$ cat src/rtl/alu_iter_if.sv
// Handshake and operand bundle between the ID/EX register, the EX-stage ALU and
// the hazard unit. The requester drives the master side.
interface alu_iter_if #(
  parameter int WIDTH = 32
);
  logic             start_i;
  logic [3:0]       ALUCtrl_i;
  logic [WIDTH-1:0] data1_i;
  logic [WIDTH-1:0] data2_i;
  logic [WIDTH-1:0] data_o;
  logic             valid_o;
  logic             illegal_o;
  logic             busy_o;

  modport master (
    output start_i, ALUCtrl_i, data1_i, data2_i,
    input  data_o, valid_o, illegal_o, busy_o
  );

  modport slave (
    input  start_i, ALUCtrl_i, data1_i, data2_i,
    output data_o, valid_o, illegal_o, busy_o
  );
endinterface

$ cat src/rtl/alu_iter.sv
// EX-stage ALU: single-cycle logic/shift/add ops plus an iterative radix-2
// shift-add multiplier that holds busy_o while it runs.
module alu_iter #(
  parameter int WIDTH = 32
) (
  input  logic       clk_i,
  input  logic       rst_i,
  alu_iter_if.slave  bus
);
  localparam int SHW = $clog2(WIDTH);
  localparam logic [SHW-1:0] LAST_ITER = SHW'(WIDTH - 1);

  typedef enum logic [3:0] {
    OP_AND  = 4'b0000,
    OP_XOR  = 4'b0001,
    OP_SLL  = 4'b0010,
    OP_ADD  = 4'b0011,
    OP_SUB  = 4'b0100,
    OP_MUL  = 4'b0101,
    OP_SRAI = 4'b0111
  } alu_op_e;

  typedef enum logic {
    S_IDLE,
    S_MUL
  } state_e;

  state_e           state;
  logic [WIDTH-1:0] mcand;
  logic [WIDTH-1:0] mplier;
  logic [WIDTH-1:0] acc;
  logic [SHW-1:0]   count;
  logic [WIDTH-1:0] data_q;
  logic             valid_q;
  logic             illegal_q;

  logic [SHW-1:0]   shamt;
  logic [WIDTH-1:0] alu_result;
  logic             alu_illegal;
  logic [WIDTH-1:0] acc_next;

  assign shamt    = bus.data2_i[SHW-1:0];
  assign acc_next = acc + (mplier[0] ? mcand : '0);

  // NOTE: every always_comb output gets a default first, so no path through
  // the case can leave it unassigned and infer a latch.
  always_comb begin
    alu_result  = '0;
    alu_illegal = 1'b0;
    case (bus.ALUCtrl_i)
      OP_AND:  alu_result = bus.data1_i & bus.data2_i;
      OP_XOR:  alu_result = bus.data1_i ^ bus.data2_i;
      OP_SLL:  alu_result = bus.data1_i << shamt;
      OP_ADD:  alu_result = bus.data1_i + bus.data2_i;
      OP_SUB:  alu_result = bus.data1_i - bus.data2_i;
      OP_SRAI: alu_result = WIDTH'($signed(bus.data1_i) >>> shamt);
      OP_MUL:  alu_result = '0;
      default: alu_illegal = 1'b1;
    endcase
  end

  // NOTE: sequential state uses non-blocking assignments only, so every flop
  // samples the pre-edge values regardless of statement order.
  // NOTE: the datapath registers are few and all reset, so an aborted multiply
  // never leaks partial state into the next operation.
  always_ff @(posedge clk_i) begin
    if (rst_i) begin
      state     <= S_IDLE;
      mcand     <= '0;
      mplier    <= '0;
      acc       <= '0;
      count     <= '0;
      data_q    <= '0;
      valid_q   <= 1'b0;
      illegal_q <= 1'b0;
    end else begin
      valid_q   <= 1'b0;
      illegal_q <= 1'b0;
      case (state)
        S_IDLE: begin
          if (bus.start_i) begin
            if (bus.ALUCtrl_i == OP_MUL) begin
              mcand  <= bus.data1_i;
              mplier <= bus.data2_i;
              acc    <= '0;
              count  <= '0;
              state  <= S_MUL;
            end else begin
              data_q    <= alu_result;
              valid_q   <= 1'b1;
              illegal_q <= alu_illegal;
            end
          end
        end
        S_MUL: begin
          acc    <= acc_next;
          mcand  <= mcand << 1;
          mplier <= mplier >> 1;
          count  <= count + 1'b1;
          // The last iteration's partial sum goes straight to the result.
          if (count == LAST_ITER) begin
            data_q  <= acc_next;
            valid_q <= 1'b1;
            state   <= S_IDLE;
          end
        end
        default: state <= S_IDLE;
      endcase
    end
  end

  assign bus.data_o    = data_q;
  assign bus.valid_o   = valid_q;
  assign bus.illegal_o = illegal_q;
  assign bus.busy_o    = (state == S_MUL);
endmodule

$ cat src/flat_wrapper.sv
// flat-port wrapper written by rule: the top's interface ports become plain ports
module alu_iter_flat 
#(
  parameter int WIDTH = 32
)
  (clk_i, rst_i, bus_start_i, bus_ALUCtrl_i, bus_data1_i, bus_data2_i, bus_data_o, bus_valid_o, bus_illegal_o, bus_busy_o);
  alu_iter_if #(.WIDTH(WIDTH)) bus_i ();
  input  logic clk_i;
  input  logic rst_i;
  input wire logic [$bits(bus_i.start_i)-1:0] bus_start_i;
  input wire logic [$bits(bus_i.ALUCtrl_i)-1:0] bus_ALUCtrl_i;
  input wire logic [$bits(bus_i.data1_i)-1:0] bus_data1_i;
  input wire logic [$bits(bus_i.data2_i)-1:0] bus_data2_i;
  output wire logic [$bits(bus_i.data_o)-1:0] bus_data_o;
  output wire logic [$bits(bus_i.valid_o)-1:0] bus_valid_o;
  output wire logic [$bits(bus_i.illegal_o)-1:0] bus_illegal_o;
  output wire logic [$bits(bus_i.busy_o)-1:0] bus_busy_o;
  assign bus_i.start_i = bus_start_i;
  assign bus_i.ALUCtrl_i = bus_ALUCtrl_i;
  assign bus_i.data1_i = bus_data1_i;
  assign bus_i.data2_i = bus_data2_i;
  assign bus_data_o = bus_i.data_o;
  assign bus_valid_o = bus_i.valid_o;
  assign bus_illegal_o = bus_i.illegal_o;
  assign bus_busy_o = bus_i.busy_o;
  alu_iter #(.WIDTH(WIDTH)) u_core (.clk_i(clk_i), .rst_i(rst_i), .bus(bus_i));
endmodule
$ cat config.mk
export PLATFORM = sky130hd
export DESIGN_NAME = alu_iter_flat
export DESIGN_NICKNAME = d
export VERILOG_FILES = /design/src/rtl/alu_iter_if.sv /design/src/rtl/alu_iter.sv /design/src/flat_wrapper.sv
export SDC_FILE = /design/constraint.sdc
export NUM_CORES = 1
export LEC_CHECK = 0
export BUFFER_PORTS_ARGS = -buffer_cell sky130_fd_sc_hd__buf_2
export CORE_MARGIN = 2
export CORE_UTILIZATION = 52
export DETAILED_ROUTE_END_ITERATION = 6
export PLACE_DENSITY_LB_ADDON = 0.25
export RECOVER_POWER = 50
export SLEW_MARGIN = 20
export SYNTH_ARGS = -nofsm -noshare
export SYNTH_HDL_FRONTEND = slang
export SYNTH_SLANG_ARGS = --single-unit
$ cat constraint.sdc
create_clock -name clk_i -period 12.8 [get_ports clk_i]
set_clock_uncertainty 0.2 [all_clocks]
set_input_delay 0 -clock clk_i [delete_from_list [all_inputs] [get_ports clk_i]]
set_output_delay 0 -clock clk_i [all_outputs]
set_load 0.01 [all_outputs]
; ---- After elaboration in Yosys (flattened, before gate mapping)
; Cells that the tools add are included.
[word_totals]
out_inout_bits = 35
inputBits = 71
reg_bits = 136
[op_classes]
add_sub_neg = 4
mux = 27
eq_ne = 11
n_reduce_logical = 5
n_shift = 2
bitwise = 4
[ops]
columns = op, n
row1 = $mux 32, 10
row2 = $pmux 32 s2, 4
row3 = $pmux 32 s6, 1
row4 = $add 32x32->32, 2
row5 = $and 32x32->32, 1
row6 = $shl 32x5->32, 1
row7 = $sshr 32x5->32, 1
row8 = $sub 32x32->32, 1
row9 = $xor 32x32->32, 1
row10 = $eq 4x3->1 const B, 3
row11 = $mux 5, 2
row12 = $pmux 5 s2, 1
row13 = $eq 4x2->1 const B, 2
row14 = $mux 1, 7
row15 = $ne 2x2->1 const B, 3
row16 = $reduce_or 6->1, 1
row17 = $add 5x1->5 const B, 1
row18 = $eq 5x5->1 const B, 1
row19 = $eq 4x1->1 const B, 1
row20 = $logic_not 4->1, 1
row21 = $pmux 1 s2, 2
row22 = $reduce_or 4->1, 1
row23 = $reduce_and 3->1, 1
row24 = $ne 2x1->1 const B, 1
row25 = 2 further kinds, 3

; ---- Longest topological paths before layout
[depth]
word_depth = 5
depth_mapped = 25

; ---- Worst setup path before layout
; OpenSTA, ideal clock, no wires.
[synth_timing]
path_type = input -> register
from = in bus_data2_i[1]
to = reg u_core.data_q[28] (netlist: u_core.bus.data_o[28])
cell_stages = 22
t_arrival_ns = 3.755
required_ns = 12.509
path_slack_ns = 8.755
path_buffers = 2
path_cell_list = clkinv_1 > buf_2 > clkbuf_1 > ha_1 > nand2b_1 > nor3_2 > nand2_1 > nor2_1 > nand2_1 > nor2_1 > nor2_1 > xnor2_1 > ha_1 > a21o_1 > a21oi_1 > o21ai_0 > nor4_1 > nor3_1 > a311oi_1 > xnor2_1 > nand3_1 > a311oi_1
[synth_between]
elab_chain_len = 5
elab_cells_between_ends = 8
cone_classes = add/sub: 2 / shift: 2 / mux: 4
[synth_lines]
columns = item, line_no
row1 = start: declaration, flat_wrapper.sv:13  ; input wire logic [$bits(bus_i.data2_i)-1:0] bus_data2_i;
row2 = $sub 32x32->32 (tied with other cells), alu_iter.sv:55  ; OP_SUB: alu_result = bus.data1_i - bus.data2_i;
row3 = $pmux 32 s6 *, alu_iter.sv:50  ; case (bus.ALUCtrl_i)
row4 = $mux 32 *, alu_iter.sv:82  ; if (bus.ALUCtrl_i == OP_MUL) begin
row5 = $mux 32 *, alu_iter.sv:81  ; if (bus.start_i) begin
row6 = $pmux 32 s2 *, alu_iter.sv:79  ; case (state)
row7 = end signal: assignment, alu_iter.sv:89  ; data_q <= alu_result;
row8 = end signal: assignment, alu_iter.sv:102  ; data_q <= acc_next;
row9 = end: declaration, alu_iter.sv:33  ; logic [WIDTH-1:0] data_q;
; Mark *: on every way between the ends. The rest lies on a longest branch, timed or not. The select of a mux whose other input is x is not followed.
; A chain may end at the register's enable or synchronous reset.

; ---- Worst setup path in the final report
[layout_timing]
from = reg u_core.state (netlist: u_core.bus.busy_o)
to = reg u_core.data_q[26] (netlist: u_core.bus.data_o[26])
[layout_between]
elab_chain_len = 3
elab_cells_between_ends = 6
cone_classes = eq/ne: 3 / mux: 1 / bitwise: 1 / reduce/logical: 1
[layout_lines]
columns = item, line_no
row1 = start: declaration, alu_iter.sv:28  ; state_e state;
row2 = start signal: assignment, alu_iter.sv:68  ; state <= S_IDLE;
row3 = start signal: assignment, alu_iter.sv:87  ; state <= S_MUL;
row4 = start signal: assignment, alu_iter.sv:104  ; state <= S_IDLE;
row5 = $not 1->1, alu_iter.sv:79
row6 = $ne 2x2->1 (no line), --
row7 = $reduce_and 3->1 (no line), --
; Several ways; a longest one is shown, not always the timed one.

==> impl_metrics.tcl <==
set metrics [dict create \
    min-delay-path-class "input pin to flip-flop" \
    ant_nets 0 \
    synth_compound_area_share_pct 28.3 \
    switchingPower_mw 0.520 \
    yosys_register_bits 136 \
    maxCapViolations 4 \
    vias 14805 \
    path_max_fanout 50 \
    drc 11 \
    synthSimpleGateAreaFrac_pct 17.0 \
    critPathRequiredTime_ns 12.88 \
    clock-root-buffer "clkbuf_16" \
    stdcell_area_um2 15500 \
    nets 1976 \
    fp.dieH_um 166 \
    tns_ns 0 \
    dpl-instance-area_um2 14300 \
    syn2layout_area_growth_pct 12.9 \
    setup_violations 0 \
    powerDensity_nw_per_um2 91.7 \
    htree_levels 4 \
    post-place-cells 2054 \
    tightest_slew_ns 4.50 \
    synth.area.mux_share_pct 14.3 \
    grt_pass1_vias 13863 \
    synth_top_family_by_area "compound AO/OA/AOI/OAI gates" \
    core_um2 26000 \
    drt_iter0_drc 1991 \
    irDropWorstVdd_mv 0.0728 \
    fin_hold_ws_ns 0.0791 \
    startpoint_type "flip-flop" \
    p_total_mw 1.42 \
    syn_area_um2 13700 \
    portBuffers 105 \
    rsz0062_at_grt "false" \
    pin_count 106 \
    p_leak_nw 6.22 \
    critPathArrivalTime_ns 5.96 \
    power_frac_clock_pct 37.0 \
    path_clk_slew_ns 0.07 \
    clock-sinks 136 \
    synthDistinctLibCells 81 \
    swShare_pct 36.7 \
    p_seq_share_pct 31.4 \
    grt_start_max_net_pins 96 \
    syn_nets 1894 \
    violations "design-rule violations, max-capacitance violations, max-slew violations" \
    die_area_um2 27700 \
    synth_ff_type "dfxtp_1" \
    start_util_pct 52.7 \
    async_reset_ff_share_pct 0 \
    cts_buffers 17 \
    postSynthCellCount 1723 \
    min_period_over_period_pct 45.9 \
    rows 59 \
    grt_overflow 0 \
    hpwl_um 38300 \
    crit_type "flip-flop to flip-flop" \
    end_kind "flip-flop" \
    dr.pass1.iters 7 \
    drv_slew 268 \
    grt.total_usage_pct 38.7 \
    fmax_ghz 0.170 \
    combPwrFrac_pct 31.6 \
    synth_warnings 0 \
    synth_area_leader_cell "dfxtp_1" \
    slew_headroom_pct -200 \
    place.gp.congestion 1.05 \
    clock_path_buffers 2 \
    cts_tree "done" \
    synth_area_leaders "dfxtp_1 (20%), ha_1 (9.0%), mux4_2 (6.9%)" \
    wl_um 55300 \
    fin_cells 2153 \
    internal_power_mw 0.898 \
    synth_fa_ha_area_share_pct 9.24 \
    synth_edf_count 0 \
    die_w_um 166 \
    drive_gt1_share_pct 11.7 \
    n_antenna_cell 0 \
    yosys.area.top_type_share_pct 19.9 \
    grt_pass1_wl_um 83200 \
    clkLatencyLatePin_ns 0.43 \
    syn_avg_cell_area_um2 7.95 \
    r2r_slack_ns 6.92 \
    status "finished with violations" \
    yosysSeqAreaShare_pct 19.9 \
    antenna_found_initial 1 \
    hold_viol 0 \
    layout_min_cycle_time_ns 5.88 \
    synth_xor_area_share_pct 5.43 \
    routed_via_density 6.88 \
    wire_per_inst_um 25.7 \
]
path summary, 6_finish.rpt:
kind / end / start / cells past startpoint
worst max-delay path: u_core.bus.data_o[26] / u_core.bus.busy_o / 8
worst min-delay path: u_core.mplier[0] / bus_data2_i[0] / 3
worst max register to register: u_core.bus.data_o[26] / u_core.bus.busy_o / 8
worst min register to register: u_core.acc[29] / u_core.acc[29] / 2
metal layers:
metal  global-route usage, %  wire [um]
met1                    51.6      22200
met2                    59.6      23800
met3                    7.84       6050
met4                    19.9       3350
met5                       0          0
synthesized netlist by cell type, drive strengths merged, types with 6 or more instances:
cell type	instances
nor2b	11
mux2i	58
and3	10
o211ai	15
a222oi	40
and2	39
buf	32
clkbuf	97
nand3	24
a21oi	189
nand2	143
or3	8
nor4	10
xor2	32
o22ai	13
a22oi	23
o31ai	6
mux4	51
a31oi	17
nor2	188
ha	98
a221oi	17
a311oi	19
a21o	32
nand2b	17
dfxtp	136
inv	53
mux2	18
nor3	33
o221ai	14
xnor2	53
nand4	7
a211oi	26
o21ai	119
state kept, by name, summed over array words and instances (netlist names):
| signal | flops |
|---|---|
| u_core.bus.valid_o | 1 |
| u_core.mplier | 32 |
| u_core.count | 5 |
| u_core.mcand | 32 |
| u_core.acc | 32 |
| u_core.bus.illegal_o | 1 |
| u_core.bus.data_o | 32 |
| u_core.bus.busy_o | 1 |
cell families after synthesis:
group,after synthesis
flops,136
simple gates,507
compound gates,585
fa+ha+maj,100
buf+inv,183
xor+xnor,85
mux,127
worst max-delay path, stage by stage, from the launching register on:
cell	delay (ns)
dfxtp_1	1.73
nand2_1	0.38
o21ai_4	0.14
clkbuf_1	1.75
o41ai_1	0.56
a31oi_1	0.32
o211ai_1	0.13
o21ai_0	0.38
a311oi_1	0.15
placed cells by master, fill, tap and decap left out, types with 58 or more instances in the layout:
master | synthesis | layout
o21ai_0 | 114 | 114
nand2_1 | 143 | 143
dlygate4sd3_1 | 0 | 67
nor2_1 | 188 | 188
a21oi_1 | 187 | 186
buf_2 | 13 | 68
ha_1 | 98 | 98
mux2i_1 | 58 | 58
dfxtp_1 | 136 | 136
power by group through the flow:
stage	logic [mW]	clock network, mW	registers [mW]
2_1_floorplan	0.272	0	0.454
3_3_place_gp	0.412	0	0.454
3_5_place_dp	0.414	0	0.454
4_1_cts	0.432	0.529	0.444
5_1_grt	0.473	0.545	0.446
6_report	0.449	0.524	0.445
per-stage QoR:
stage	setup slack, ns	util [%]
floorplan	8.75	-
global placement	7.93	54.8
detailed placement	7.88	54.8
CTS	8.31	59.8
global route	6.47	59.5
finish	6.92	59.5
final cells by class:
| class | instances | area, um2 |
|---|---|---|
| Sequential cell | 136 | 2720 |
| Fill cell | 2417 | 10500 |
| Tap cell | 335 | 419 |
| Timing Repair Buffer | 192 | 1300 |
| Inverter | 54 | 203 |
| Multi-Input combinational cell | 1404 | 10200 |
| Clock inverter | 15 | 183 |
| Clock buffer | 17 | 425 |
what timing repair did:
item	4_1_cts	5_1_grt
endpoints found under the hold margin	92	0
hold buffers	67	0
resized for setup	0	0
setup buffers	0	0
No activity file was read; power rests on OpenSTA's default activity.
